`src/rtl/lsu_bus_if.sv`:
```
// Load/store bus adapter: word-aligned valid/ready accesses, byte enables, lane steering, load extension; holds stall until done.
// Latency 3 cycles aligned (4 when split); `LSU_MISALIGN_SPLIT_EN legalises unaligned accesses and splits word-crossing ones.
module lsu_bus_if #(
  parameter int ADDR_W = 32
) (
  input  logic              clk,
  input  logic              rst_n,
  input  logic              req,
  input  logic              mem_we,
  input  logic [2:0]        mem_ctrl,
  input  logic [ADDR_W-1:0] addr,
  input  logic [31:0]       wdata,
  output logic              stall,
  output logic              done,
  output logic [31:0]       rdata,
  output logic              misalign,
  output logic              bus_valid,
  output logic              bus_we,
  output logic [ADDR_W-1:0] bus_addr,
  output logic [3:0]        bus_be,
  output logic [31:0]       bus_wdata,
  input  logic              bus_ready,
  input  logic [31:0]       bus_rdata
);

  typedef enum logic [1:0] {S_IDLE, S_ACC0, S_ACC1, S_DONE} state_t;

  state_t              r_state;
  state_t              w_next;
  logic [ADDR_W-1:0]   r_bus_addr;
  logic                r_bus_we;
  logic [3:0]          r_bus_be;
  logic [31:0]         r_bus_wdata;
  logic [31:0]         r_rdata;
  logic                r_misalign;
  logic [1:0]          r_off;
  logic [2:0]          r_ctrl;

  logic [1:0]          w_off;
  logic [3:0]          w_base;
  logic [3:0]          w_be_lo;
  logic [31:0]         w_wdata_lo;
  logic                w_legal;
  logic                w_fin;
  logic [31:0]         w_merged;
  logic [31:0]         w_ext;

`ifdef LSU_MISALIGN_SPLIT_EN
  logic                r_split;
  logic [3:0]          r_be_hi;
  logic [31:0]         r_wdata_hi;
  logic [31:0]         r_low;
  logic [7:0]          w_mask8;
  logic [3:0]          w_be_hi;
  logic [31:0]         w_wdata_hi;
  logic [63:0]         w_wide;
  logic [63:0]         w_cat;
`endif

  assign w_off = addr[1:0];

  always_comb begin
    w_base = 4'b1111;
    case (mem_ctrl[1:0])
      2'b00:   w_base = 4'b0001;
      2'b01:   w_base = 4'b0011;
      default: w_base = 4'b1111;
    endcase
  end

`ifdef LSU_MISALIGN_SPLIT_EN
  // Bytes shifted past lane 3 become the second (next-word) access.
  assign w_mask8    = {4'b0000, w_base} << w_off;
  assign w_be_lo    = w_mask8[3:0];
  assign w_be_hi    = w_mask8[7:4];
  assign w_wide     = {32'h0, wdata} << {w_off, 3'b000};
  assign w_wdata_lo = w_wide[31:0];
  assign w_wdata_hi = w_wide[63:32];
  assign w_legal    = 1'b1;
  assign w_fin      = bus_ready & (((r_state == S_ACC0) & ~r_split) | (r_state == S_ACC1));
  assign w_cat      = (r_state == S_ACC1) ? {bus_rdata, r_low} : {32'h0, bus_rdata};
  assign w_merged   = 32'(w_cat >> {r_off, 3'b000});
`else
  assign w_be_lo    = w_base << w_off;
  assign w_wdata_lo = wdata << {w_off, 3'b000};
  assign w_fin      = bus_ready & (r_state == S_ACC0);
  assign w_merged   = bus_rdata >> {r_off, 3'b000};

  always_comb begin
    w_legal = 1'b1;
    case (mem_ctrl[1:0])
      2'b00:   w_legal = 1'b1;
      2'b01:   w_legal = ~addr[0];
      default: w_legal = (w_off == 2'b00);
    endcase
  end
`endif

  always_comb begin
    w_ext = w_merged;
    case (r_ctrl[1:0])
      2'b00:   w_ext = r_ctrl[2] ? {24'h0, w_merged[7:0]}
                                 : {{24{w_merged[7]}}, w_merged[7:0]};
      2'b01:   w_ext = r_ctrl[2] ? {16'h0, w_merged[15:0]}
                                 : {{16{w_merged[15]}}, w_merged[15:0]};
      default: w_ext = w_merged;
    endcase
  end

  always_comb begin
    w_next = r_state;
    case (r_state)
      S_IDLE: if (req) w_next = w_legal ? S_ACC0 : S_DONE;
`ifdef LSU_MISALIGN_SPLIT_EN
      S_ACC0: if (bus_ready) w_next = r_split ? S_ACC1 : S_DONE;
      S_ACC1: if (bus_ready) w_next = S_DONE;
`else
      S_ACC0: if (bus_ready) w_next = S_DONE;
      S_ACC1: w_next = S_IDLE;
`endif
      S_DONE: w_next = S_IDLE;
      default: w_next = S_IDLE;
    endcase
  end

  always_ff @(posedge clk) begin
    if (!rst_n) begin
      r_state     <= S_IDLE;
      r_bus_addr  <= '0;
      r_bus_we    <= 1'b0;
      r_bus_be    <= 4'b0000;
      r_bus_wdata <= 32'h0;
      r_rdata     <= 32'h0;
      r_misalign  <= 1'b0;
      r_off       <= 2'b00;
      r_ctrl      <= 3'b000;
`ifdef LSU_MISALIGN_SPLIT_EN
      r_split     <= 1'b0;
      r_be_hi     <= 4'b0000;
      r_wdata_hi  <= 32'h0;
      r_low       <= 32'h0;
`endif
    end else begin
      r_state <= w_next;
      if (r_state == S_IDLE && req) begin
        if (w_legal) begin
          r_bus_addr  <= {addr[ADDR_W-1:2], 2'b00};
          r_bus_we    <= mem_we;
          r_bus_be    <= w_be_lo;
          r_bus_wdata <= w_wdata_lo;
          r_off       <= w_off;
          r_ctrl      <= mem_ctrl;
`ifdef LSU_MISALIGN_SPLIT_EN
          r_split     <= |w_be_hi;
          r_be_hi     <= w_be_hi;
          r_wdata_hi  <= w_wdata_hi;
`endif
        end else begin
          r_misalign <= 1'b1;
        end
      end
`ifdef LSU_MISALIGN_SPLIT_EN
      if (r_state == S_ACC0 && bus_ready && r_split) begin
        r_low       <= bus_rdata;
        r_bus_addr  <= r_bus_addr + ADDR_W'(4);
        r_bus_be    <= r_be_hi;
        r_bus_wdata <= r_wdata_hi;
      end
`endif
      // rdata only moves on a completed load; stores and faults leave it.
      if (w_fin) begin
        r_misalign <= 1'b0;
        if (!r_bus_we) r_rdata <= w_ext;
      end
    end
  end

  assign stall     = req & (r_state != S_DONE);
  assign done      = (r_state == S_DONE);
  assign bus_valid = (r_state == S_ACC0) | (r_state == S_ACC1);
  assign bus_we    = r_bus_we;
  assign bus_addr  = r_bus_addr;
  assign bus_be    = r_bus_be;
  assign bus_wdata = r_bus_wdata;
  assign rdata     = r_rdata;
  assign misalign  = r_misalign;

endmodule
```
`config.mk`:
```
export PLATFORM = sky130hd
export DESIGN_NAME = lsu_bus_if
export DESIGN_NICKNAME = d
export VERILOG_FILES = /design/src/rtl/lsu_bus_if.sv
export SDC_FILE = /design/constraint.sdc
export NUM_CORES = 1
export LEC_CHECK = 0
export BUFFER_PORTS_ARGS = -buffer_cell sky130_fd_sc_hd__buf_2
export CAP_MARGIN = 20
export CORE_MARGIN = 2
export CORE_UTILIZATION = 48
export CTS_CLUSTER_SIZE = 40
export DETAILED_ROUTE_END_ITERATION = 8
export PLACE_DENSITY_LB_ADDON = 0.05
export SLEW_MARGIN = 30
export SYNTH_ARGS = -nofsm -noshare
export SYNTH_HDL_FRONTEND = slang
export SYNTH_SLANG_ARGS = --single-unit
```
`constraint.sdc`:
```
create_clock -name clk -period 1.84 [get_ports clk]
set_input_delay 0.368 -clock clk [delete_from_list [all_inputs] [get_ports clk]]
set_output_delay 0.368 -clock clk [all_outputs]
set_load 0.01 [all_outputs]
```
==> summary.md <==
| Metric | Value |
|---|---|
| Largest family of logic cells by synthesized area | `compound AO/OA/AOI/OAI gates` |
| Delay-heaviest family, CP | `compound AO/OA/AOI/OAI gates` |
| Slew Limit Fails | `0` |
| Initial Util | `0.4929` |
| Placeable core region | `10320 um^2` |
| Total of max-cap violations | `0` |
| Max incr delay on CP | `0.40 ns` |
| Final instance area | `6492 um^2` |
| Post-synth top cells | `143 x nand2_1, 107 x dfxtp_1, 52 x a21boi_0, 33 x mux2i_1, 28 x o21ai_0` |
| TritonRoute pass-1 iters | `4` |
| Cell count after synthesis | `581` |
| Global route overflow | `0` |
| CP max FO | `29` |
| Slew @ Worst Pin | `0.7310 ns` |
| Fraction of the mapped netlist area in adder cells | `0.007376` |
| Rows | `37` |
| Final ANT Viol Nets | `0` |
| Crit path max-delay cell type | `dfxtp_1` |
| Top-level I/O count | `209` |
| Worst EP arrival | `2.00 ns` |
| Hold WC Path Type | `in2reg` |
| CTS tree | `yes` |
| Mux cell area share after synthesis | `0.1025` |
| Routing usage on met1 | `0.3177` |
| Area share of the largest cell type after synthesis | `0.4209` |
| Yosys Warn Count | `0` |
| Antenna diode count | `0` |
| Final WL | `14220 um` |
| Die H | `107.0 um` |
| Crit path cell chain | `inv_1 -> ha_1 -> nand2_2 -> o21bai_4 -> buf_6 -> nand2_1 -> a21boi_0` |
| Final net count | `884` |
| Critical R2R Capture | `bus_addr[25]` |
| I/O Buffers | `206` |
| Synth Register Bits | `107` |
| Synth Area in Compound Gates | `0.2508` |
| PwrDens | `953.9 nW/um^2` |
| Initial antenna violation count | `0` |
| Met3 Use GR | `0.06991` |
| Setup Crit Path Kind | `reg2reg` |
| Vias after detailed routing | `4865` |
| Worst EP required | `2.13 ns` |
| Hold_sp | `addr[18]` |
| Grt peak-use layer | `met2` |
| Final HPWL DP | `10650 um` |
| Vias in the first global route | `4489` |
| Global-route wire length before repair | `22340 um` |
| Cell taking the most area after synthesis | `dfxtp_1` |
| Hold path cells | `3` |
| Fin util | `0.6289` |
| Most common cell in the synthesized netlist | `nand2_1` |
| Clk pin slew, worst setup/hold paths | `0.11 ns` |
| CP bufs+invs | `2` |
| Placed instance area | `6290 um^2` |
| Leakage | `0.002945 uW` |
| Layout cells sized above 1 | `0.3542` |
| Setup Skew | `0.01038 ns` |
| Worst r2r src | `r_state[0]` |
| DR DRC count | `0` |
| Die width | `107.0 um` |
| Clk buf depth | `2` |
| Clock Root Buffer | `clkbuf_8` |
| Ys flop type | `dfxtp_1` |
| FF-to-FF setup slack | `0.14 ns` |
| H-Tree Depth | `3` |
| Met2 Usage GRT | `0.3926` |
| Final Critical Period | `1.703 ns` |
| Largest net degree at the start of global routing | `68` |
| Synthesis-to-layout area growth | `27.59%` |
| Simple-gate share of the synthesized area | `0.1608` |
| XOR/XNOR share of the synthesized area | `0.001721` |
| Mapped Area | `5089 um^2` |
| Routed vias/inst | `5.300` |
| Slew HR | `0.5117` |
| Yosys cell types | `48` |
| 1st-iter DRT viols | `236` |
| Syn avg cell area | `8.758 um^2` |
| IR drop worst, VDD | `0.0004530 V` |
| WL/cell | `15.48 um` |
| CP Launch Type | `flip-flop` |
| Outcome | `finished clean` |
| Post-synth EDFFs | `0` |
| Post-synth ARST share | `0` |
| Final hold viol count | `0` |
| Fmax | `587.3 MHz` |
| Tcrit/Tclk final | `0.9253` |
| Total die area | `11440 um^2` |
| Main area contributors after synthesis | `dfxtp_1 42%, nand2_1 11%, a21boi_0 7.7%` |
| Num CTS Buffers | `9` |
| Gr usage total | `0.2435` |
| CTS Sinks | `107` |
| RePlAce Congestion | `0.8890` |
| Finish-stage setup viols | `0` |
| Worst r2r path cells | `7` |
| Cts hold-fix bufs | `0` |
| Min-Delay Endpoint | `bus_addr[18]` |
| Clk Latency, worst-skew pair | `0.38 ns` |
| Crit end category | `flip-flop` |
| Unrepaired setup endpoints after global routing | `yes` |
| Fillers | `927` |
| Worst setup path startpoint | `r_state[0]` |
| Sequential area share after synthesis | `0.4209` |
## cell type report
type / instances / area [um^2] / share of cell area
Sequential cell: 107 / 2142 / 0.3299
Tap cell: 136 / 170.2 / 0.02621
Inverter: 7 / 26.28 / 0.004047
Clock buffer: 9 / 123.9 / 0.01908
Clock inverter: 7 / 51.30 / 0.007901
Multi-Input combinational cell: 420 / 2670 / 0.4113
Timing Repair Buffer: 232 / 1309 / 0.2016
## sequential cells by signal, indices dropped and copies added (netlist names)
name       flops
bus_wdata     32
rdata         32
bus_addr      30
bus_be         4
r_ctrl         3
r_off          2
r_state        2
bus_we         1
misalign       1
## worst max path at each step
stage	to	slack, ns	cells past startpoint
after floorplan	rdata[20]	0.23	7
after global placement	r_ctrl[0]	0.09	6
after detailed placement	bus_addr[25]	-0.02	6
after CTS	bus_addr[25]	0.04	7
after global routing	r_ctrl[0]	-0.005	7
final	bus_addr[25]	0.14	7
## cell families (layout without fill, tap and decap cells)
family | count (synthesis) | in the layout
AO/OA/AOI/OAI | 175 | 175
XOR/XNOR | 1 | 1
adder cells (fa/ha/maj) | 3 | 3
buffers and inverters | 55 | 255
flip-flops | 107 | 107
multiplexers | 49 | 49
other | 1 | 2
AND/OR/NAND/NOR | 190 | 190
## worst register-to-register path, stage by stage (launching register included)
cell,delay (ns)
dfxtp_1,0.40
inv_1,0.06
ha_1,0.23
nand2_2,0.10
o21bai_4,0.30
buf_6,0.27
nand2_1,0.07
a21boi_0,0.19
## power by group
part	leakage (uW)	switching [uW]	internal, uW	total, uW
logic	0.00199	1120	887	2010
registers	0.000871	189	2660	2850
clock network	0.0000860	838	500	1340
total	0.00294	2150	4040	6190
## timing repair
action / 4_1_cts / 5_1_grt
buffers inserted: 0 / 1
endpoints found under the setup margin: 0 / 36
gates resized for setup: 0 / 2
## metal layers
metal,vias to the layer above,share of wire
li1,2411,-
met3,20,0.071
met5,-,0
met2,163,0.48
met1,2271,0.43
met4,0,0.017
## cell usage in the layout (no fill, tap or decap), drive strengths merged
| cell | count |
|---|---|
| nand3 | 13 |
| conb | 2 |
| o21ba | 1 |
| o221a | 2 |
| or3 | 9 |
| nor3 | 2 |
| o211ai | 24 |
| nand2b | 3 |
| nand2 | 144 |
| buf | 232 |
| clkinvlp | 2 |
| clkinv | 3 |
| nand3b | 2 |
| mux2 | 15 |
| inv | 9 |
| nor2 | 4 |
| xnor2 | 1 |
| ha | 3 |
| clkbuf | 9 |
| mux2i | 33 |
| a22oi | 3 |
| o31ai | 1 |
| and3b | 1 |
| or2 | 1 |
| dfxtp | 107 |
| a211oi | 1 |
| a21boi | 69 |
| nor3b | 2 |
| a31oi | 2 |
| nor2b | 7 |
| and3 | 1 |
| and2b | 1 |
| mux4 | 1 |
| a21oi | 26 |
| o211a | 8 |
| o21ai | 28 |
| a22o | 7 |
| o21bai | 2 |
| a311oi | 1 |
## metrics by stage
stage | setup TNS, ns | cells | setup slack, ns | hold WS [ns] | power, uW
after CTS | 0 | 917 | 0.04461 | 0.2000 | 6248
final | 0 | 918 | 0.1374 | 0.2136 | 6193
after global routing | -0.004808 | 918 | -0.004808 | 0.2022 | 6602
after detailed placement | -0.02479 | 901 | -0.01927 | 0.4438 | 4894
after global placement | 0 | 901 | 0.09355 | 0.4361 | 4835
after floorplan | 0 | 582 | 0.2250 | 0.4618 | 4082
(Power assumes the default switching activity.)
